`src/rtl/arb_req_agent_pkg.sv`:
```
// ---------------------------------------------------------------------------
// arb_pkg
// Shared types and constants for the arbiter requestor agent.
//   arb_cmd_t            : default-width command payload
//   ARB_DEF_DATA_W       : default payload width
//   ARB_DEF_STARVE_LIMIT : default wait-cycle threshold for starvation
//   arb_cnt_w()          : width of an occupancy counter that can hold 0..depth
// ---------------------------------------------------------------------------
package arb_pkg;

    localparam int ARB_DEF_DATA_W       = 32;
    localparam int ARB_DEF_STARVE_LIMIT = 64;

    typedef logic [ARB_DEF_DATA_W-1:0] arb_cmd_t;

    // An occupancy count must represent "full" (== depth), hence the extra bit.
    function automatic int arb_cnt_w(input int depth);
        return $clog2(depth) + 1;
    endfunction

endpackage

```
`src/rtl/arb_req_agent_if.sv`:
```
// ---------------------------------------------------------------------------
// arb_req_agent_if
// Groups the producer handshake, the arbiter req/gnt pair and the granted
// command output of one requestor agent.
//   master : producer/arbiter/consumer side (drives in_valid, in_data, gnt)
//   slave  : the agent itself (drives in_ready, req, out_valid, out_data)
// ---------------------------------------------------------------------------
interface arb_req_agent_if
    import arb_pkg::*;
#(
    parameter int DATA_W = ARB_DEF_DATA_W
);

    logic              in_valid;
    logic              in_ready;
    logic [DATA_W-1:0] in_data;
    logic              req;
    logic              gnt;
    logic              out_valid;
    logic [DATA_W-1:0] out_data;

    modport master (
        output in_valid, in_data, gnt,
        input  in_ready, req, out_valid, out_data
    );

    modport slave (
        input  in_valid, in_data, gnt,
        output in_ready, req, out_valid, out_data
    );

endinterface

```
`src/rtl/arb_req_agent_sync_fifo.sv`:
```
// ---------------------------------------------------------------------------
// sync_fifo
// Single-clock FIFO with a registered occupancy count. full/empty are decoded
// from the count so no pointer-compare ambiguity exists.
// Ports:
//   clk, rst     : clock, synchronous active-high reset
//   push_i       : write data_i at the write pointer (caller ensures !full_o)
//   data_i       : write data
//   pop_i        : advance the read pointer (caller ensures !empty_o)
//   rd_data_o    : head entry (valid while !empty_o)
//   count_o      : occupancy 0..DEPTH
//   full_o       : count_o == DEPTH
//   empty_o      : count_o == 0
// ---------------------------------------------------------------------------
module sync_fifo
    import arb_pkg::*;
#(
    parameter int DATA_W = ARB_DEF_DATA_W,
    parameter int DEPTH  = 4
) (
    input  logic                         clk,
    input  logic                         rst,
    input  logic                         push_i,
    input  logic [DATA_W-1:0]            data_i,
    input  logic                         pop_i,
    output logic [DATA_W-1:0]            rd_data_o,
    output logic [arb_cnt_w(DEPTH)-1:0]  count_o,
    output logic                         full_o,
    output logic                         empty_o
);

    localparam int AW = $clog2(DEPTH);
    localparam int CW = arb_cnt_w(DEPTH);

    logic [DATA_W-1:0] mem_q [DEPTH];
    logic [AW-1:0]     wr_ptr_q, wr_ptr_d;
    logic [AW-1:0]     rd_ptr_q, rd_ptr_d;
    logic [CW-1:0]     count_q, count_d;

    // Next-state for pointers and count. DEPTH is a power of two, so the
    // pointers wrap simply by overflowing their AW bits.
    always_comb begin
        wr_ptr_d = wr_ptr_q;
        rd_ptr_d = rd_ptr_q;
        count_d  = count_q;
        if (push_i) begin
            wr_ptr_d = wr_ptr_q + AW'(1);
        end
        if (pop_i) begin
            rd_ptr_d = rd_ptr_q + AW'(1);
        end
        case ({push_i, pop_i})
            2'b10:   count_d = count_q + CW'(1);
            2'b01:   count_d = count_q - CW'(1);
            default: count_d = count_q;
        endcase
    end

    // Pointer and count registers; reset flushes every entry.
    always_ff @(posedge clk) begin
        if (rst) begin
            wr_ptr_q <= '0;
            rd_ptr_q <= '0;
            count_q  <= '0;
        end else begin
            wr_ptr_q <= wr_ptr_d;
            rd_ptr_q <= rd_ptr_d;
            count_q  <= count_d;
        end
    end

    // Storage array. Contents need no reset: the count gates visibility.
    always_ff @(posedge clk) begin
        if (push_i) begin
            mem_q[wr_ptr_q] <= data_i;
        end
    end

    assign rd_data_o = mem_q[rd_ptr_q];
    assign count_o   = count_q;
    assign full_o    = (count_q == CW'(DEPTH));
    assign empty_o   = (count_q == '0);

endmodule

```
`src/rtl/arb_req_agent.sv`:
```
// ---------------------------------------------------------------------------
// arb_req_agent
// Requestor-side endpoint of a weighted round-robin arbiter. Buffers producer
// commands, requests while work is pending, pops the head on grant and shows
// it one cycle later on a registered output. Tracks how long the request has
// waited and flags starvation.
// Ports:
//   clk, rst   : clock, synchronous active-high reset
//   bus        : arb_req_agent_if.slave (in_valid/in_ready/in_data,
//                req/gnt, out_valid/out_data)
//   pend_cnt   : FIFO occupancy
//   starve     : request has waited >= STARVE_LIMIT cycles
//   proto_err  : sticky protocol error
// Optional feature macro: ARB_REQ_AGENT_PROTO_CHK_EN
//   defined   -> proto_err checker and gnt X-assertion are built
//   undefined -> proto_err tied to 0
// ---------------------------------------------------------------------------
module arb_req_agent
    import arb_pkg::*;
#(
    parameter int DATA_W       = ARB_DEF_DATA_W,
    parameter int DEPTH        = 4,
    parameter int WAIT_W       = 8,
    parameter int STARVE_LIMIT = ARB_DEF_STARVE_LIMIT
) (
    input  logic                         clk,
    input  logic                         rst,
    arb_req_agent_if.slave               bus,
    output logic [arb_cnt_w(DEPTH)-1:0]  pend_cnt,
    output logic                         starve,
    output logic                         proto_err
);

    localparam logic [WAIT_W-1:0] WAIT_MAX  = {WAIT_W{1'b1}};
    localparam logic [WAIT_W-1:0] STARVE_TH = WAIT_W'(STARVE_LIMIT);

    logic              fifoFull;
    logic              fifoEmpty;
    logic [DATA_W-1:0] headData;
    logic              req;
    logic              inReady;
    logic              push;
    logic              pop;

    logic              out_valid_q;
    logic [DATA_W-1:0] out_data_q;
    logic [WAIT_W-1:0] wait_cnt_q, wait_cnt_d;
    logic              starve_q;

    // No pop-bypass: in_ready depends only on the registered count, and req
    // is decoded from the same count so in_valid never reaches req.
    assign inReady = !fifoFull;
    assign req     = !fifoEmpty;
    assign push    = bus.in_valid & inReady;
    assign pop     = req & bus.gnt;

    sync_fifo #(
        .DATA_W (DATA_W),
        .DEPTH  (DEPTH)
    ) u_fifo (
        .clk       (clk),
        .rst       (rst),
        .push_i    (push),
        .data_i    (bus.in_data),
        .pop_i     (pop),
        .rd_data_o (headData),
        .count_o   (pend_cnt),
        .full_o    (fifoFull),
        .empty_o   (fifoEmpty)
    );

    // Wait counter: counts cycles of ungranted request, saturating, and
    // restarts whenever the request is served or withdrawn.
    always_comb begin
        wait_cnt_d = wait_cnt_q;
        if (!req || pop) begin
            wait_cnt_d = '0;
        end else if (wait_cnt_q != WAIT_MAX) begin
            wait_cnt_d = wait_cnt_q + WAIT_W'(1);
        end
    end

    // Output register, wait counter and starve flag. starve is registered
    // from the next count value so it always matches the stored counter and
    // drops in the same cycle the counter clears after a pop.
    always_ff @(posedge clk) begin
        if (rst) begin
            out_valid_q <= 1'b0;
            out_data_q  <= '0;
            wait_cnt_q  <= '0;
            starve_q    <= 1'b0;
        end else begin
            out_valid_q <= pop;
            if (pop) begin
                out_data_q <= headData;
            end
            wait_cnt_q <= wait_cnt_d;
            starve_q   <= (wait_cnt_d >= STARVE_TH);
        end
    end

    assign bus.in_ready  = inReady;
    assign bus.req       = req;
    assign bus.out_valid = out_valid_q;
    assign bus.out_data  = out_data_q;
    assign starve        = starve_q;

`ifdef ARB_REQ_AGENT_PROTO_CHK_EN
    logic req_q;
    logic pop_q;
    logic proto_err_q;

    // Sticky protocol checker: a grant without a request, or the request
    // vanishing without having been served (cannot happen with this FIFO,
    // kept to catch future breakage).
    always_ff @(posedge clk) begin
        if (rst) begin
            req_q       <= 1'b0;
            pop_q       <= 1'b0;
            proto_err_q <= 1'b0;
        end else begin
            req_q <= req;
            pop_q <= pop;
            if ((bus.gnt && !req) || (req_q && !req && !pop_q)) begin
                proto_err_q <= 1'b1;
            end
        end
    end

    assign proto_err = proto_err_q;

    gntKnownWhileReq: assert property (@(posedge clk) disable iff (rst)
        req |-> !$isunknown(bus.gnt));
`else
    assign proto_err = 1'b0;
`endif

endmodule

```
`src/flat_wrapper.sv`:
```
// flat-port wrapper written by rule: the top's interface ports become plain ports
module arb_req_agent_flat import arb_pkg::*;
#(
    parameter int DATA_W       = ARB_DEF_DATA_W,
    parameter int DEPTH        = 4,
    parameter int WAIT_W       = 8,
    parameter int STARVE_LIMIT = ARB_DEF_STARVE_LIMIT
)
  (clk, rst, pend_cnt, starve, proto_err, bus_in_valid, bus_in_data, bus_gnt, bus_in_ready, bus_req, bus_out_valid, bus_out_data);
  arb_req_agent_if #(.DATA_W(DATA_W)) bus_i ();
  input  logic clk;
  input  logic rst;
  output logic [arb_cnt_w(DEPTH)-1:0] pend_cnt;
  output logic starve;
  output logic proto_err;
  input wire logic [$bits(bus_i.in_valid)-1:0] bus_in_valid;
  input wire logic [$bits(bus_i.in_data)-1:0] bus_in_data;
  input wire logic [$bits(bus_i.gnt)-1:0] bus_gnt;
  output wire logic [$bits(bus_i.in_ready)-1:0] bus_in_ready;
  output wire logic [$bits(bus_i.req)-1:0] bus_req;
  output wire logic [$bits(bus_i.out_valid)-1:0] bus_out_valid;
  output wire logic [$bits(bus_i.out_data)-1:0] bus_out_data;
  assign bus_i.in_valid = bus_in_valid;
  assign bus_i.in_data = bus_in_data;
  assign bus_i.gnt = bus_gnt;
  assign bus_in_ready = bus_i.in_ready;
  assign bus_req = bus_i.req;
  assign bus_out_valid = bus_i.out_valid;
  assign bus_out_data = bus_i.out_data;
  arb_req_agent #(.DATA_W(DATA_W), .DEPTH(DEPTH), .WAIT_W(WAIT_W), .STARVE_LIMIT(STARVE_LIMIT)) u_core (.clk(clk), .rst(rst), .bus(bus_i), .pend_cnt(pend_cnt), .starve(starve), .proto_err(proto_err));
endmodule
```
`config.mk`:
```
export PLATFORM = sky130hd
export DESIGN_NAME = arb_req_agent_flat
export DESIGN_NICKNAME = d
export VERILOG_FILES = /design/src/rtl/arb_req_agent_pkg.sv /design/src/rtl/arb_req_agent_if.sv /design/src/rtl/arb_req_agent_sync_fifo.sv /design/src/rtl/arb_req_agent.sv /design/src/flat_wrapper.sv
export SDC_FILE = /design/constraint.sdc
export NUM_CORES = 1
export LEC_CHECK = 0
export CORE_MARGIN = 5
export CORE_UTILIZATION = 60
export DETAILED_ROUTE_END_ITERATION = 16
export PLACE_DENSITY = 0.84
export SYNTH_ARGS = -nofsm -noshare
export SYNTH_HDL_FRONTEND = slang
export SYNTH_SLANG_ARGS = --single-unit
```
`constraint.sdc`:
```
create_clock -name clk -period 3.6 [get_ports clk]
set_input_delay 0.72 -clock clk [delete_from_list [all_inputs] [get_ports clk]]
set_output_delay 0.72 -clock clk [all_outputs]
set_load 0.02 [all_outputs]
```
* After elaboration in Yosys (flattened, before gate mapping) *
Memories as Yosys holds them, arrays and structs flattened. A register that Yosys moved wholly into a read port is not among the register bits.
Cells that the tools add are included.
Widths: inputs -> output; s select.

word-level totals
  flip-flop bits (word level) = 17
  latch bits = 0
  RAM bits = 128
  bits in read-only memories = 0
  input bits = 36
  output and inout bits = 40
  word-level logic and storage cells = 29
  memories kept = 1

memories
  memory               depth  width  read ports  clocked after Yosys merged registers in  wr ports  line                           source
  u_core.u_fifo.mem_q  4      32     1           1                                        1         arb_req_agent_sync_fifo.sv:35  logic [DATA_W-1:0] mem_q [DEPTH];

operators by class
  add/subtract/negate cells = 5
  multipliers = 0
  div/mod/pow operators = 0
  order comparisons = 1
  equality and inequality tests = 4
  shift-type cells = 0
  multiplexer cells = 5
  bitwise logic cells = 2
  reductions and logical operators = 5

operators with widths
  operator             count
  $mux 8               2
  $add 8x1->8 const B  1
  $ge 8x7->1 const B   1
  $ne 8x8->1 const B   1
  $pmux 3 s2           1
  $add 2x1->2 const B  2
  $add 3x1->3 const B  1
  $eq 3x3->1 const B   1
  $logic_not 3->1      1
  $sub 3x1->3 const B  1
  $and 1x1->1          2
  $eq 2x1->1 const B   1
  $eq 2x2->1 const B   1
  $logic_not 1->1      2
  $mux 1               2
  $reduce_bool 2->1    1
  $logic_or 1x1->1     1

* Logic depth before layout (Yosys ltp) *
  depth in word-level cells = 6
  gate-level depth with buffers = 11
  gate-level depth less buffers = 9

* Modules after synthesis *
From an unflattened synthesis, not the netlist that was laid out.

unflattened totals
  cell total of the unflattened synthesis = 411
  area total of the unflattened synthesis = 6660.1 µm²

by module, submodules not included
  module         instances  cells an instance  area an instance (µm²)  seq. area each (µm²)
  sync_fifo      1          214                5092.4                  4023.9
  arb_req_agent  1          197                1567.8                  840.8

* Least setup slack after synthesis *
Ideal clock, no wire load.

  kind = register -> register
  start point = reg u_core.u_fifo.count_q[2], in the netlist u_core.u_fifo.count_o[2]
  end point = reg u_core.u_fifo.count_q[2], in the netlist u_core.u_fifo.count_o[2]
  library setup time = 0.070 ns
  arrival = 2.333 ns
  data required time = 3.530 ns
  slack = 1.197 ns
  stages on the path, launching flop included = 10
  buffers on the path = 0
  period minus slack after synthesis = 2.403 ns
  path through = dfxtp_1 > or3b_4 > and2_1 > inv_1 > ha_1 > inv_1 > fa_1 > xor2_1 > or3_1 > a21oi_1

on the way
  longest elaborated chain between the ends = 5
  elaborated cells between the ends (all ways) = 12
  classes of those cells = add/sub: 2; eq/ne: 3; mux: 1; bitwise: 2; reduce/logical: 4

ends and longest elaborated chain
  what                                             line                           source
  start: declaration                               arb_req_agent_sync_fifo.sv:38  logic [CW-1:0] count_q, count_d;
  start signal: assignment                         arb_req_agent_sync_fifo.sv:68  count_q <= count_d;
  $eq 3x3->1 (*)                                   arb_req_agent_sync_fifo.sv:81  assign full_o = (count_q == CW'(DEPTH));
  $logic_not 1->1 (*)                              arb_req_agent.sv:52            assign inReady = !fifoFull;
  named net bus_in_ready                           flat_wrapper.sv:19             output wire logic [$bits(bus_i.in_ready)-1:0] bus_in_ready;
  $and 1x1->1 (*)                                  arb_req_agent.sv:54            assign push = bus.in_valid & inReady;
  $eq 2x1->1 or $eq 2x2->1 (tied branches)         arb_req_agent_sync_fifo.sv:52  case ({push_i, pop_i})
  $pmux 3 s2 or $reduce_bool 2->1 (tied branches)  --

Mark *: on every way through the listed nets, which the timed path passes. The rest lies on a longest branch.
A chain may end at the register's enable or synchronous reset.

* Worst setup path in the final report *
  start point = reg u_core.u_fifo.count_q[0], in the netlist u_core.u_fifo.count_o[0]
  end point = out bus_req

on the way
  longest elaborated chain between the ends = 2

ends and longest elaborated chain
  what              line                           source
  $logic_not 3->1   arb_req_agent_sync_fifo.sv:82  assign empty_o = (count_q == '0);
  $logic_not 1->1   arb_req_agent.sv:53            assign req = !fifoEmpty;
  end: declaration  flat_wrapper.sv:20             output wire logic [$bits(bus_i.req)-1:0] bus_req;

No other way between the ends.

==> results.md <==
* Post-cts sizing count at 0
* Async S/R FF share, synth at 0%
* Top_reg_cell synth: edfxtp_1
* Post-layout min period at between 2000 and 3000 ps
* Maximum VDD drop at 0.000439 V
* Ys Warns at 0
* R2R Path Start: u_core.u_fifo.count_o[2]$_SDFFE_PP0P_
* Initial antenna violation count at 0
* Clk slew on worst S/H paths at 70 ps
* Worst-margin pin slew at ~920 ps
* Hold-fix buffers at CTS at 0
* Die Span Y at between 100 and 150 um
* Routed wl met2 at 6800 um
* Vias at 3535
* Post-CTS setup buffer count at 0
* Post-Synthesis Cells at 400
* Syn Area/Cell at 16.6 um^2
* RSZ-0062 raised after global routing: false
* Final setup viols at 0
* Highest clock rate at between 0.3 and 0.4 GHz
* FP Rows at 38
* WP data required at 2880 ps
* First-pass GRT wire length at 20300 um
* Yosys top cell by area: edfxtp_1
* Area contributors post-synth: edfxtp_1 58%, dfxtp_1 15%, mux4_2 11%
* CTS Buffer Depth at 2
* WHS Path Cells at 2
* Clk sink count at 177
* Chip width at 115 um
* Routed length per instance at 20.2 um
* Synthesized area at ~0.0067 mm^2
* Critical Path Sink Type: primary output
* DR top layer: met4
* Top-area cell type share of the netlist area at roughly 58%
* Final net count at 519
* Final Hold Vio Count at 0
* CP Launch Type: register
* Htree depth at 4
* Layout cells sized above 1 at a little under a fifth
* Syn nets at 443
* HPWL after detailed placement at between 6000 and 7000 um
* P&R area growth vs syn at 20.9%
* Setup TNS at 0 ps
* Final wirelength at between 10000 and 15000 um
* Buffers on Ports at 74
* Run status: complete, no violations
* Largest net degree at the start of global routing at 42
* DIE AREA at 0.0133 mm^2
* Top-count cell post-synth: edfxtp_1
* HP Start: u_core.bus.out_data[17]$_SDFFE_PP0P_
* Capturing point of the worst reg2reg path: u_core.u_fifo.count_o[2]$_SDFFE_PP0P_
* Layout Cells excl Fill at 629
* Starting Density at between 60% and 70%
* DRT met1 WL at between 4000 and 5000 um
* Crit-path max FO at 5
* WL met3 at 798 um
* Initial DRC Count at between 300 and 400
* Critical path type: register to primary output
* Number of top-level pins at 76
* Clk_skew at approximately 7 ps
* Clk root buf: clkbuf_8
* Unique cell type count in the Yosys netlist at 39
* Dpl cell area at 0.00744 mm^2
* TritonRoute pass-1 iters at 4
* Fill count at 663
* Post-synth top cells: 128 x edfxtp_1, 66 x nand2_1, 49 x dfxtp_1
* Drt drc at 0
* Gp weighted congestion at slightly below 0.8
* CTS tree: done
* Worst R2R Path Depth at 9
* Antenna cells at 0
* Pre-CTS setup slack at 690 ps
* WP data arrival at 1990 ps
* Finished layout cell area at 0.00805 mm^2
* Number of CTS-inserted buffers at 17
* Internal reg-to-reg setup slack at 1210 ps
* Max-slew headroom at 38.8%
* Final ANT Viol Nets at 0
* Post-Place Cells at roughly 600
* Worst min-delay path class: register to register
* Setup ws final at about 890 ps
* P_leak at 2.64 nW
* Max-cap violations at 0
* Max Slew Vio Count at 0
* Number of enable flip-flop cells after synthesis at 128
* Hold endpoint: u_core.bus.out_data[17]$_SDFFE_PP0P_
* Vias in the first global route at 3767
* Seq/Total Area, Yosys at between 70% and 80%
* Tcrit/Tclk final at approximately three quarters
* Core area at between 0.01 and 0.015 mm^2
* Pwr per Cell Area at between 700 and 800 mW/mm^2
* Register bit count reported by yosys at about 180
* GRT Total Usage at 21.1%
* DR vias/cell at between 5 and 6
* Gr ovfl total at 0
* Clk_lat worst skew at 520 ps
cells by family after synthesis:
family	share of synthesized area, %
DFF	72.5
other	0.0563
AOI/OAI and AO/OA	4.08
xor gates and xnor gates	1.05
and+or+nand+nor	7.07
adders and majority gates	1.43
buffers and inverters	2.86
muxes	11.0
final cells by class:
| cell class | count | area (um^2) | share of cell area, % |
|---|---|---|---|
| sequential | 177 | 4830 | 60.0 |
| multi-input combinational | 195 | 1650 | 20.5 |
| timing repair buffer | 78 | 766 | 9.51 |
| clock buffer | 17 | 414 | 5.15 |
| clock inverter | 15 | 191 | 2.38 |
| tap | 140 | 175 | 2.18 |
| inverter | 7 | 28.8 | 0.358 |
how the worst max path moves through the flow:
| stage | start | endpoint | slack, ps | depth (start not counted) |
|---|---|---|---|---|
| global placement | bus_gnt | u_core.u_fifo.count_o[2]$_SDFFE_PP0P_ | 760 | 9 |
| finish | u_core.u_fifo.count_o[0]$_SDFFE_PP0P_ | bus_req | 890 | 2 |
| CTS | u_core.u_fifo.count_o[0]$_SDFFE_PP0P_ | bus_req | 850 | 2 |
| global route | u_core.u_fifo.count_o[0]$_SDFFE_PP0P_ | bus_req | 810 | 2 |
| detailed placement | bus_gnt | u_core.u_fifo.count_o[2]$_SDFFE_PP0P_ | 690 | 9 |
| floorplan | u_core.u_fifo.count_o[2]$_SDFFE_PP0P_ | u_core.u_fifo.count_o[2]$_SDFFE_PP0P_ | 1200 | 9 |
registers in the layout (all words and copies together), names as in the netlist:
name / count
u_core.starve: 1
u_core.u_fifo.mem_q: 128
u_core.u_fifo.rd_ptr_q: 2
u_core.u_fifo.wr_ptr_q: 2
u_core.bus.out_data: 32
u_core.wait_cnt_q: 8
u_core.u_fifo.count_o: 3
u_core.bus.out_valid: 1
metal layers:
| layer | global-route usage (%) | vias up |
|---|---|---|
| met5 | 0 | - |
| met4 | 10.1 | 0 |
| li1 | - | 1647 |
| met3 | 4.21 | 24 |
| met1 | 26.4 | 1737 |
| met2 | 35.4 | 127 |
critical path, stage by stage, from the launching register on:
cell             delay (ps)
dfxtp_1                 350
or3_1                   530
clkdlybuf4s50_1         600
metrics by stage:
stage / util [%] / power, W / hold slack [ps]
finish: 74.2 / 0.00593 / 459
global route: 74.2 / 0.00621 / 484
CTS: 74.2 / 0.00599 / 461
detailed placement: 68.7 / 0.00412 / 453
global placement: 68.7 / 0.00407 / 451
floorplan: - / 0.00370 / 469
cell usage in the layout, fill, tap and decap left out, drive strengths merged:
cell type / count
inv: 8
dfxtp: 49
nand3: 3
buf: 5
o211ai: 2
a21oi: 36
nor3: 2
or2: 1
clkinv: 8
clkbuf: 17
o21ai: 2
mux2i: 1
ha: 6
o2111ai: 1
nand2: 69
or3b: 1
and3: 6
and4: 1
a31oi: 2
nor2: 14
conb: 1
nand4b: 1
and2: 1
or3: 2
fa: 1
clkinvlp: 2
xnor2: 3
clkdlybuf4s50: 73
mux4: 32
nand4: 1
bufinv: 4
xor2: 5
edfxtp: 128
and4b: 1
power by group:
part	switching [W]	internal [W]
combinational	0.000735	0.000670
sequential	0.000195	0.00248
clock	0.000729	0.00112
Note: power is estimated with default switching activity, not from simulation.
